$ cat config.mk
export PLATFORM = sky130hd
export DESIGN_NAME = roc_tick_scheduler
export DESIGN_NICKNAME = d
export VERILOG_FILES = /design/src/rtl/roc_tick_scheduler.sv
export SDC_FILE = /design/constraint.sdc
export NUM_CORES = 1
export LEC_CHECK = 0
export BUFFER_PORTS_ARGS = -buffer_cell sky130_fd_sc_hd__buf_2
export CORE_MARGIN = 5
export CORE_UTILIZATION = 65
export DETAILED_ROUTE_END_ITERATION = 10
export PLACE_DENSITY = 0.95
export SKIP_CTS_REPAIR_TIMING = 1
export SYNTH_ARGS = -nofsm -noshare
export SYNTH_HDL_FRONTEND = slang
export SYNTH_SLANG_ARGS = --single-unit
$ cat constraint.sdc
create_clock -name i_clk -period 7.4 [get_ports i_clk]
set_clock_uncertainty 0.2 [all_clocks]
set_input_delay 0.74 -clock i_clk [delete_from_list [all_inputs] [get_ports i_clk]]
set_output_delay 0.74 -clock i_clk [all_outputs]
set_load 0.005 [all_outputs]
$ cat src/rtl/roc_tick_scheduler.sv
// Tick sequencer for the RoC fabric: rate accumulator, run/pause/step, settle window, snapshot arbitration.
// States: S_PAUSED idle, step only | S_RUN ticking at r_tps | S_SETTLE fabric settling after a tick.
module roc_tick_scheduler #(
  parameter int unsigned CLK_HZ      = 50_000_000,
  parameter int unsigned TICK_CYCLES = 4
) (
  input  logic        i_clk,
  input  logic        i_rst_n,
  input  logic [31:0] i_tps,
  input  logic        i_tps_load,
  input  logic        i_step,
  input  logic        i_capture_req,
  input  logic        i_count_clr,
  output logic        o_tick,
  output logic        o_roc_en,
  output logic        o_busy,
  output logic        o_capture_ack,
  output logic [31:0] o_tick_count,
  output logic        o_overrun
);
  localparam int unsigned   CW          = $clog2(TICK_CYCLES);
  localparam logic [CW-1:0] SETTLE_LAST = CW'(TICK_CYCLES - 1);
  localparam logic [32:0]   HZ          = 33'(CLK_HZ);

  typedef enum logic [1:0] {S_PAUSED, S_RUN, S_SETTLE} state_t;

  state_t        state;
  logic [31:0]   r_tps;
  logic [32:0]   acc;
  logic          pending;
  logic [CW-1:0] settle_cnt;
  logic          cap_armed;

  logic [32:0] acc_sum, acc_upd;
  logic        accum, due, decide, grant;
  logic [1:0]  backlog;
  logic [31:0] tps_clamp, tps_nxt, count_inc;

  always_comb begin
    accum     = (r_tps != '0) && (state != S_PAUSED);
    acc_sum   = acc + {1'b0, r_tps};
    due       = accum && (acc_sum >= HZ);
    acc_upd   = acc;
    if (accum) acc_upd = due ? (acc_sum - HZ) : acc_sum;
    // the last settle cycle already arbitrates, so a waiting capture is acked the first free cycle
    decide    = (state == S_PAUSED) || (state == S_RUN) ||
                ((state == S_SETTLE) && (settle_cnt == '0));
    grant     = i_capture_req && cap_armed && decide;
    backlog   = {1'b0, pending} + {1'b0, due};
    tps_clamp = (i_tps > 32'(CLK_HZ)) ? 32'(CLK_HZ) : i_tps;
    tps_nxt   = i_tps_load ? tps_clamp : r_tps;
    count_inc = i_count_clr ? 32'd1 : (o_tick_count + 32'd1);
  end

  always_ff @(posedge i_clk or negedge i_rst_n) begin
    if (!i_rst_n) begin
      state         <= S_PAUSED;
      r_tps         <= '0;
      acc           <= '0;
      pending       <= 1'b0;
      settle_cnt    <= '0;
      cap_armed     <= 1'b0;
      o_tick        <= 1'b0;
      o_roc_en      <= 1'b0;
      o_busy        <= 1'b0;
      o_capture_ack <= 1'b0;
      o_tick_count  <= '0;
      o_overrun     <= 1'b0;
    end else begin
      o_tick        <= 1'b0;
      o_busy        <= 1'b0;
      o_capture_ack <= grant;
      o_roc_en      <= (tps_nxt != '0);
      acc           <= acc_upd;
      if (grant) cap_armed <= 1'b0;
      else if (!i_capture_req) cap_armed <= 1'b1;
      if (i_count_clr) o_tick_count <= '0;

      case (state)
        S_PAUSED: begin
          if (i_step && !grant) begin
            o_tick       <= 1'b1;
            o_tick_count <= count_inc;
            settle_cnt   <= SETTLE_LAST;
            state        <= S_SETTLE;
          end else if (r_tps != '0) begin
            state <= S_RUN;
          end
        end
        default: begin
          if ((state == S_SETTLE) && (settle_cnt != '0)) begin
            settle_cnt <= settle_cnt - CW'(1);
            o_busy     <= 1'b1;
            if (due) begin
              if (pending) o_overrun <= 1'b1;
              else pending <= 1'b1;
            end
          end else if (r_tps == '0) begin
            state   <= S_PAUSED;
            pending <= 1'b0;
          end else begin
            state <= S_RUN;
            if (backlog != 2'd0) begin
              if (grant) begin
                pending <= 1'b1;
                if (backlog[1]) o_overrun <= 1'b1;
              end else begin
                o_tick       <= 1'b1;
                o_tick_count <= count_inc;
                settle_cnt   <= SETTLE_LAST;
                state        <= S_SETTLE;
                pending      <= backlog[1];
              end
            end
          end
        end
      endcase

      if (i_tps_load) begin
        r_tps     <= tps_clamp;
        acc       <= '0;
        pending   <= 1'b0;
        o_overrun <= 1'b0;
      end
    end
  end
endmodule

; ---- Word level (Yosys, flattened, before mapping)
; Cells that the tools add are included.
[op_classes]
n_mux = 52
n_reduce_logical = 28
n_eq_ne = 12
add_sub_neg = 5
magnitude_cmp = 2
[ops]
columns = cell, count
row1 = 2-to-1 mux 32 bit, 10
row2 = 2-to-1 mux 33 bit, 3
row3 = nonzero test 32 bit, 2
row4 = adder 33 x 32 -> 33 bit, 1
row5 = >= comparator 33 x 26 -> 1 bit (second input constant), 1
row6 = subtractor 33 x 26 -> 33 bit (second input constant), 1
row7 = adder 32 x 1 -> 32 bit (second input constant), 1
row8 = greater-than comparator 32 x 26 -> 1 bit (second input constant), 1
row9 = logical NOT 32 bit, 1
row10 = 2-to-1 mux 1 bit, 26
row11 = 2-to-1 mux 2 bit, 13
row12 = != test 3 bit (second input constant), 4
row13 = nonzero test 3 bit, 4
row14 = nonzero test 2 bit, 4
row15 = logical AND 1 bit, 7
row16 = AND reduction 7 bit, 1
row17 = logical NOT 2 bit, 2
row18 = != test 2 x 1 -> 1 bit (second input constant), 2
row19 = != test 2 bit (second input constant), 2
row20 = AND reduction 4 bit, 1
row21 = nonzero test 4 bit, 1
row22 = != test 3 x 1 -> 1 bit (second input constant), 1
row23 = != test 3 x 2 -> 1 bit (second input constant), 1
row24 = AND reduction 3 bit, 1
row25 = other kinds (7), 8
[totals]
inputBits = 38
output_inout_bits = 37
reg_bits = 108
word_cells = 111

; ---- Depth between registers and ports, before layout
[logic_depth]
ltp_word = 11
ltp_mapped = 18
mapped_depth_nobuf = 15

; ---- Worst setup path after synthesis
; No wires, ideal clock.
[synth_timing]
kind = reg2reg
start = register r_tps[0]
end = register acc[32]
path_stages_with_launch = 18
setup_ps = 128
path_buffers = 2
arrival_time_ps = 3705
synth_period_minus_slack_ps = 4033
setup_slack_ps = 3367
t_required_ps = 7072
cell_sequence = dfrtp_1 ha_1 inv_1 fa_1 nor2b_1 o31ai_2 buf_2 a211o_1 a21bo_1 xnor2_2 nor4b_1 nand4_1 nor2_1 a221oi_2 buf_4 nor4_2 mux2i_1 mux2_1
[synth_via]
elab_chain_len = 6
word_cells_on_any_way = 10
cone_classes = 2 x add/sub / 1 x order compare / 3 x mux / 4 x reduce/logical
[synth_rtl]
columns = element, line_no
row1 = start: declaration, 28  ; logic [31:0] r_tps;
row2 = start signal: assignment, 120  ; r_tps <= tps_clamp;
row3 = adder 33 x 32 -> 33 bit or nonzero test 32 bit (tied branches), "41, 40"
row4 = >= comparator 33 x 26 -> 1 bit or logical AND 1 bit (tied branches), "42, 40"
row5 = logical AND 1 bit, 42  ; due = accum && (acc_sum >= HZ);
row6 = 2-to-1 mux 33 bit (2 in a row), 44  ; if (accum) acc_upd = due ? (acc_sum - HZ) : acc_sum;
row7 = 2-to-1 mux 33 bit, 119  ; if (i_tps_load) begin
row8 = end signal: assignment, 74  ; acc <= acc_upd;
row9 = end: declaration, 29  ; logic [32:0] acc;
; Parallel ways exist; a longest one is shown, timed or not. The select of a mux whose other input is x is not followed.
; A chain may end at the register's enable or synchronous reset.

; ---- Final worst setup path
[layout_timing]
start = register r_tps[0]
end = register o_tick_count[19]
[layout_via]
elab_chain_len = 9
word_cells_on_any_way = 12
cone_classes = 2 x add/sub / 1 x order compare / 4 x mux / 5 x reduce/logical
[layout_rtl]
columns = element, line_no
row1 = adder 33 x 32 -> 33 bit or nonzero test 32 bit (tied branches), "41, 40"
row2 = >= comparator 33 x 26 -> 1 bit or logical AND 1 bit (tied branches), "42, 40"
row3 = logical AND 1 bit, 42
row4 = adder 1 x 1 -> 2 bit, 49  ; backlog = {1'b0, pending} + {1'b0, due};
row5 = nonzero test 2 bit, 103  ; if (backlog != 2'd0) begin
row6 = 2-to-1 mux 32 bit, 103
row7 = 2-to-1 mux 32 bit (*), 98  ; end else if (r_tps == '0) begin
row8 = 2-to-1 mux 32 bit (*), 91  ; if ((state == S_SETTLE) && (settle_cnt != '0)) begin
row9 = 2-to-1 mux 32 bit (*), 79  ; case (state)
row10 = end signal: assignment, 83  ; o_tick_count <= count_inc;
row11 = end signal: assignment, 109  ; o_tick_count <= count_inc;
row12 = end: declaration, 18  ; output logic [31:0] o_tick_count,
; Every way passes the cells marked *; elsewhere a longest branch is shown, timed or not.

==> results.txt <==
The flow ran to the end, and the final reports show no timing, DRC or antenna violations. The worst endpoint data arrival time is 5.17 ns. The final antenna-violating net count is 0.

Buffers placed on the I/O ports in this run total 74. After clock tree synthesis, the clock-pin slew on the worst setup and hold paths is 0.08 ns. The number of cells produced by synthesis is 905. The worst setup path is captured at a flop. The number of distinct library cells after synthesis is 93. The dominant synthesized flop cell is dfrtp_1. The number of buffers added by the clock tree synthesis step came out at 9. The net total in the final layout came out at 1016. The global-route congestion overflow total is 0.

The min-delay analysis places its worst path in the category in2async. The average instance in the mapped netlist occupies 8.74 um^2. The final cycle utilization of the critical path came out at 0.691.

The number of antenna violations at the first check in global routing came out at 0. The initial DRC count came out at 902. The final-report setup violation count came out at 0. The root buffer cell chosen for the clock tree is clkbuf_16. The reported leakage power is 3.60 nW. The number of nets handed over by synthesis was 979. The average routed wire per standard cell is 21.5 um. The post-layout minimum cycle time came out at 5.11 ns. The final instance area is 0.00856 mm^2. Setup repair after global routing left no endpoint under its margin.

The overall global routing resource usage came out at 0.326. The number of global-route vias before repair came out at 7632. The maximum level of the CTS H-tree is 3. The die footprint is 0.0145 mm^2.

The number of slew-limit violations in the final report came out at 0. The final sum of negative setup slack is 0 ns. The via count of the routed design came out at 7863. The largest net degree at the start of global routing came out at 72.

The worst voltage drop across the vdd grid came out at 0.247 mV. In this run the core area contains 40 standard-cell rows. The vias per cell is 7.19. The first-pass GRT wire length is 38400 um. The half-perimeter wire length after placement is 16400 um. The routability-driven placement congestion ratio is 1.01. In the final layout, the share of cells above drive strength 1 is 0.147. The number of I/O pins is 75.

The core region is 0.0120 mm^2. The wire length after detailed routing is 23600 um. The number of failing hold endpoints at the final stage came out at 0. The clock tree from TritonCTS is yes. Along the worst path, the maximum fanout reaches 35. The deepest clock path buffer count came out at 2. The width of the chip came out at 120 um. The transition time at the pin with the least slew margin came out at 1.14 ns.

The number of synthesized register bits came out at 108. The diode insertion count for antenna repair came out at 0. The sort of element at the start of the critical path is a flop. The initial core utilization came out at 0.661. The maximum achievable frequency is 196 MHz. The CTS sink count came out at 108.

The sequential fraction of the synthesis area is 0.342. The number of iterations in the first detailed-routing pass is 5. The cell area reported after detailed placement came out at 0.00825 mm^2. The worst slew slack as a fraction of its limit came out at 0.236. At the worst endpoint, the required time is 7.46 ns. The number of violations of the max-capacitance limit is 0. The count of warnings emitted by yosys is 0. The number of remaining DRC errors is 0.

The clock latency on the worst-skew pair came out at 0.36 ns. The die is 120 um tall. The mapped netlist covers 0.00791 mm^2. Relative to the synthesized area, the layout overhead comes to 8.32%. The fill cell total of the finished layout is 840. The fraction of synthesis flops using an asynchronous set or reset pin came out at 1.00. The worst setup path is of the reg2reg kind. Power spread over the standard cell area amounts to 374 mW/mm^2. The number of enable-type register cells in the synthesized netlist is 0.
-- registers in the layout (all words and copies together) (netlist names) --
name,count
o_capture_ack,1
o_roc_en,1
acc,33
state,2
settle_cnt,2
o_tick_count,32
pending,1
cap_armed,1
r_tps,32
o_busy,1
o_overrun,1
o_tick,1
-- layer usage --
metal  track usage  wire, um  vias to the layer above
li1              -         -                     3506
met1         0.441      9110                     3700
met2         0.517     10900                      581
met3        0.0762      2910                       76
met4         0.113       700                        0
met5             0         0                        -
-- area by class of cell --
type / instances / area, um^2 / share of cell area
clock buffer: 9 / 225 / 0.0263
clock inverter: 7 / 85.1 / 0.00993
inverter: 28 / 105 / 0.0123
multi-input combinational: 719 / 4870 / 0.569
sequential: 108 / 2700 / 0.316
tap: 147 / 184 / 0.0215
timing repair buffer: 76 / 388 / 0.0453
-- metrics by stage --
step           utilization  setup WS, ns  std cells  power [mW]  hold WS (ns)
2_1_floorplan            -          3.37        905        2.26         0.244
3_3_place_gp         0.690          2.78       1078        2.56         0.285
3_5_place_dp         0.690          2.54       1078        2.62         0.297
4_1_cts              0.716          2.39       1094        3.14         0.156
5_1_grt              0.716          2.08       1094        3.40         0.174
6_report             0.716          2.29       1094        3.20         0.145
-- final timing paths --
path / slack [ns] / start / cells past startpoint / end
worst max-delay path: 2.29 / r_tps[0] / 15 / o_tick_count[19]
worst min-delay path: 0.14 / i_rst_n / 1 / r_tps[7]
worst max register to register: 2.29 / r_tps[0] / 15 / o_tick_count[19]
worst min register to register: 0.32 / settle_cnt[1] / 2 / settle_cnt[1]
max in group asynchronous: 5.56 / i_rst_n / 2 / r_tps[29]
min in group i_clk: 0.32 / settle_cnt[1] / 2 / settle_cnt[1]
-- worst max-delay path, cell delays in order, from the launching register on --
cell and delay (ns):
dfrtp_1 0.41, ha_1 0.26, inv_1 0.08, fa_1 0.22, nor2b_1 0.09, o31ai_2 0.66, a21oi_1 0.20, or3_1 0.37
nand4bb_1 0.20, nor4b_1 0.48, nand4_1 0.14, nor2_1 0.24, a221oi_4 0.14, a21o_2 0.44, or4_1 0.64, a21oi_1 0.25
-- where the power goes --
group          total (mW)  leakage (nW)  internal, mW  switching [mW]
Combinational        1.95          2.06         0.743            1.21
Clock               0.510         0.146         0.269           0.241
Sequential          0.741          1.39         0.683          0.0583
-- placed cells by master (no fill, tap or decap), types with 4 or more instances in the layout --
cell type,Yosys,layout
nor2_1,57,56
a311oi_1,4,4
ha_1,35,35
o21a_1,10,10
and3_1,7,7
o22a_1,12,12
and4_1,5,5
clkbuf_16,0,9
nand3b_1,4,4
o21ai_0,44,44
a21oi_2,4,4
nor4_1,26,26
nand4_1,19,19
nand2_1,70,70
o21ai_1,14,14
a211oi_1,16,16
or4_1,19,19
or2_2,5,5
nor3_1,23,23
nor4_2,4,4
a21oi_1,85,85
o31ai_1,14,14
mux2_2,4,4
xor2_1,13,13
a21o_1,14,14
nand3_1,27,27
and2_1,9,9
or3_1,21,21
inv_1,27,27
a22o_1,13,13
o31a_1,4,4
o21bai_1,4,4
nor2b_1,15,15
dfrtp_1,108,108
xnor2_1,25,25
buf_2,16,73
a211o_1,7,7
nor3b_1,5,5
o211ai_1,7,7
-- cell usage after synthesis (9+ instances only) --
master	number	area share
ha_1	35	0.055
xnor2_1	25	0.028
xor2_1	13	0.014
o21ai_1	14	0.0089
o21ai_0	44	0.028
nand4_1	19	0.015
a21o_1	14	0.013
a22o_1	13	0.014
nand3_1	27	0.017
clkbuf_1	25	0.012
or3_1	21	0.017
a21oi_1	85	0.054
nor4_1	26	0.021
and2_1	9	0.0071
buf_2	16	0.010
o21a_1	10	0.0095
nor2b_1	15	0.012
o22a_1	12	0.013
or4_1	19	0.018
dfrtp_1	108	0.34
a211oi_1	16	0.015
o31ai_1	14	0.013
inv_1	27	0.013
nor3_1	23	0.015
nor2_1	57	0.027
nand2_1	70	0.033
-- cell families (layout without fill, tap and decap cells) --
| logic type | count (synthesis) | count (layout) | share of synthesized area |
|---|---|---|---|
| flip-flops | 108 | 108 | 0.342 |
| AO/OA/AOI/OAI | 294 | 294 | 0.255 |
| adder cells (fa/ha/maj) | 36 | 36 | 0.0579 |
| XOR/XNOR | 39 | 39 | 0.0442 |
| buffers and inverters | 78 | 120 | 0.0448 |
| multiplexers | 10 | 10 | 0.0138 |
| AND/OR/NAND/NOR | 340 | 340 | 0.243 |
(Power assumes the default switching activity.)
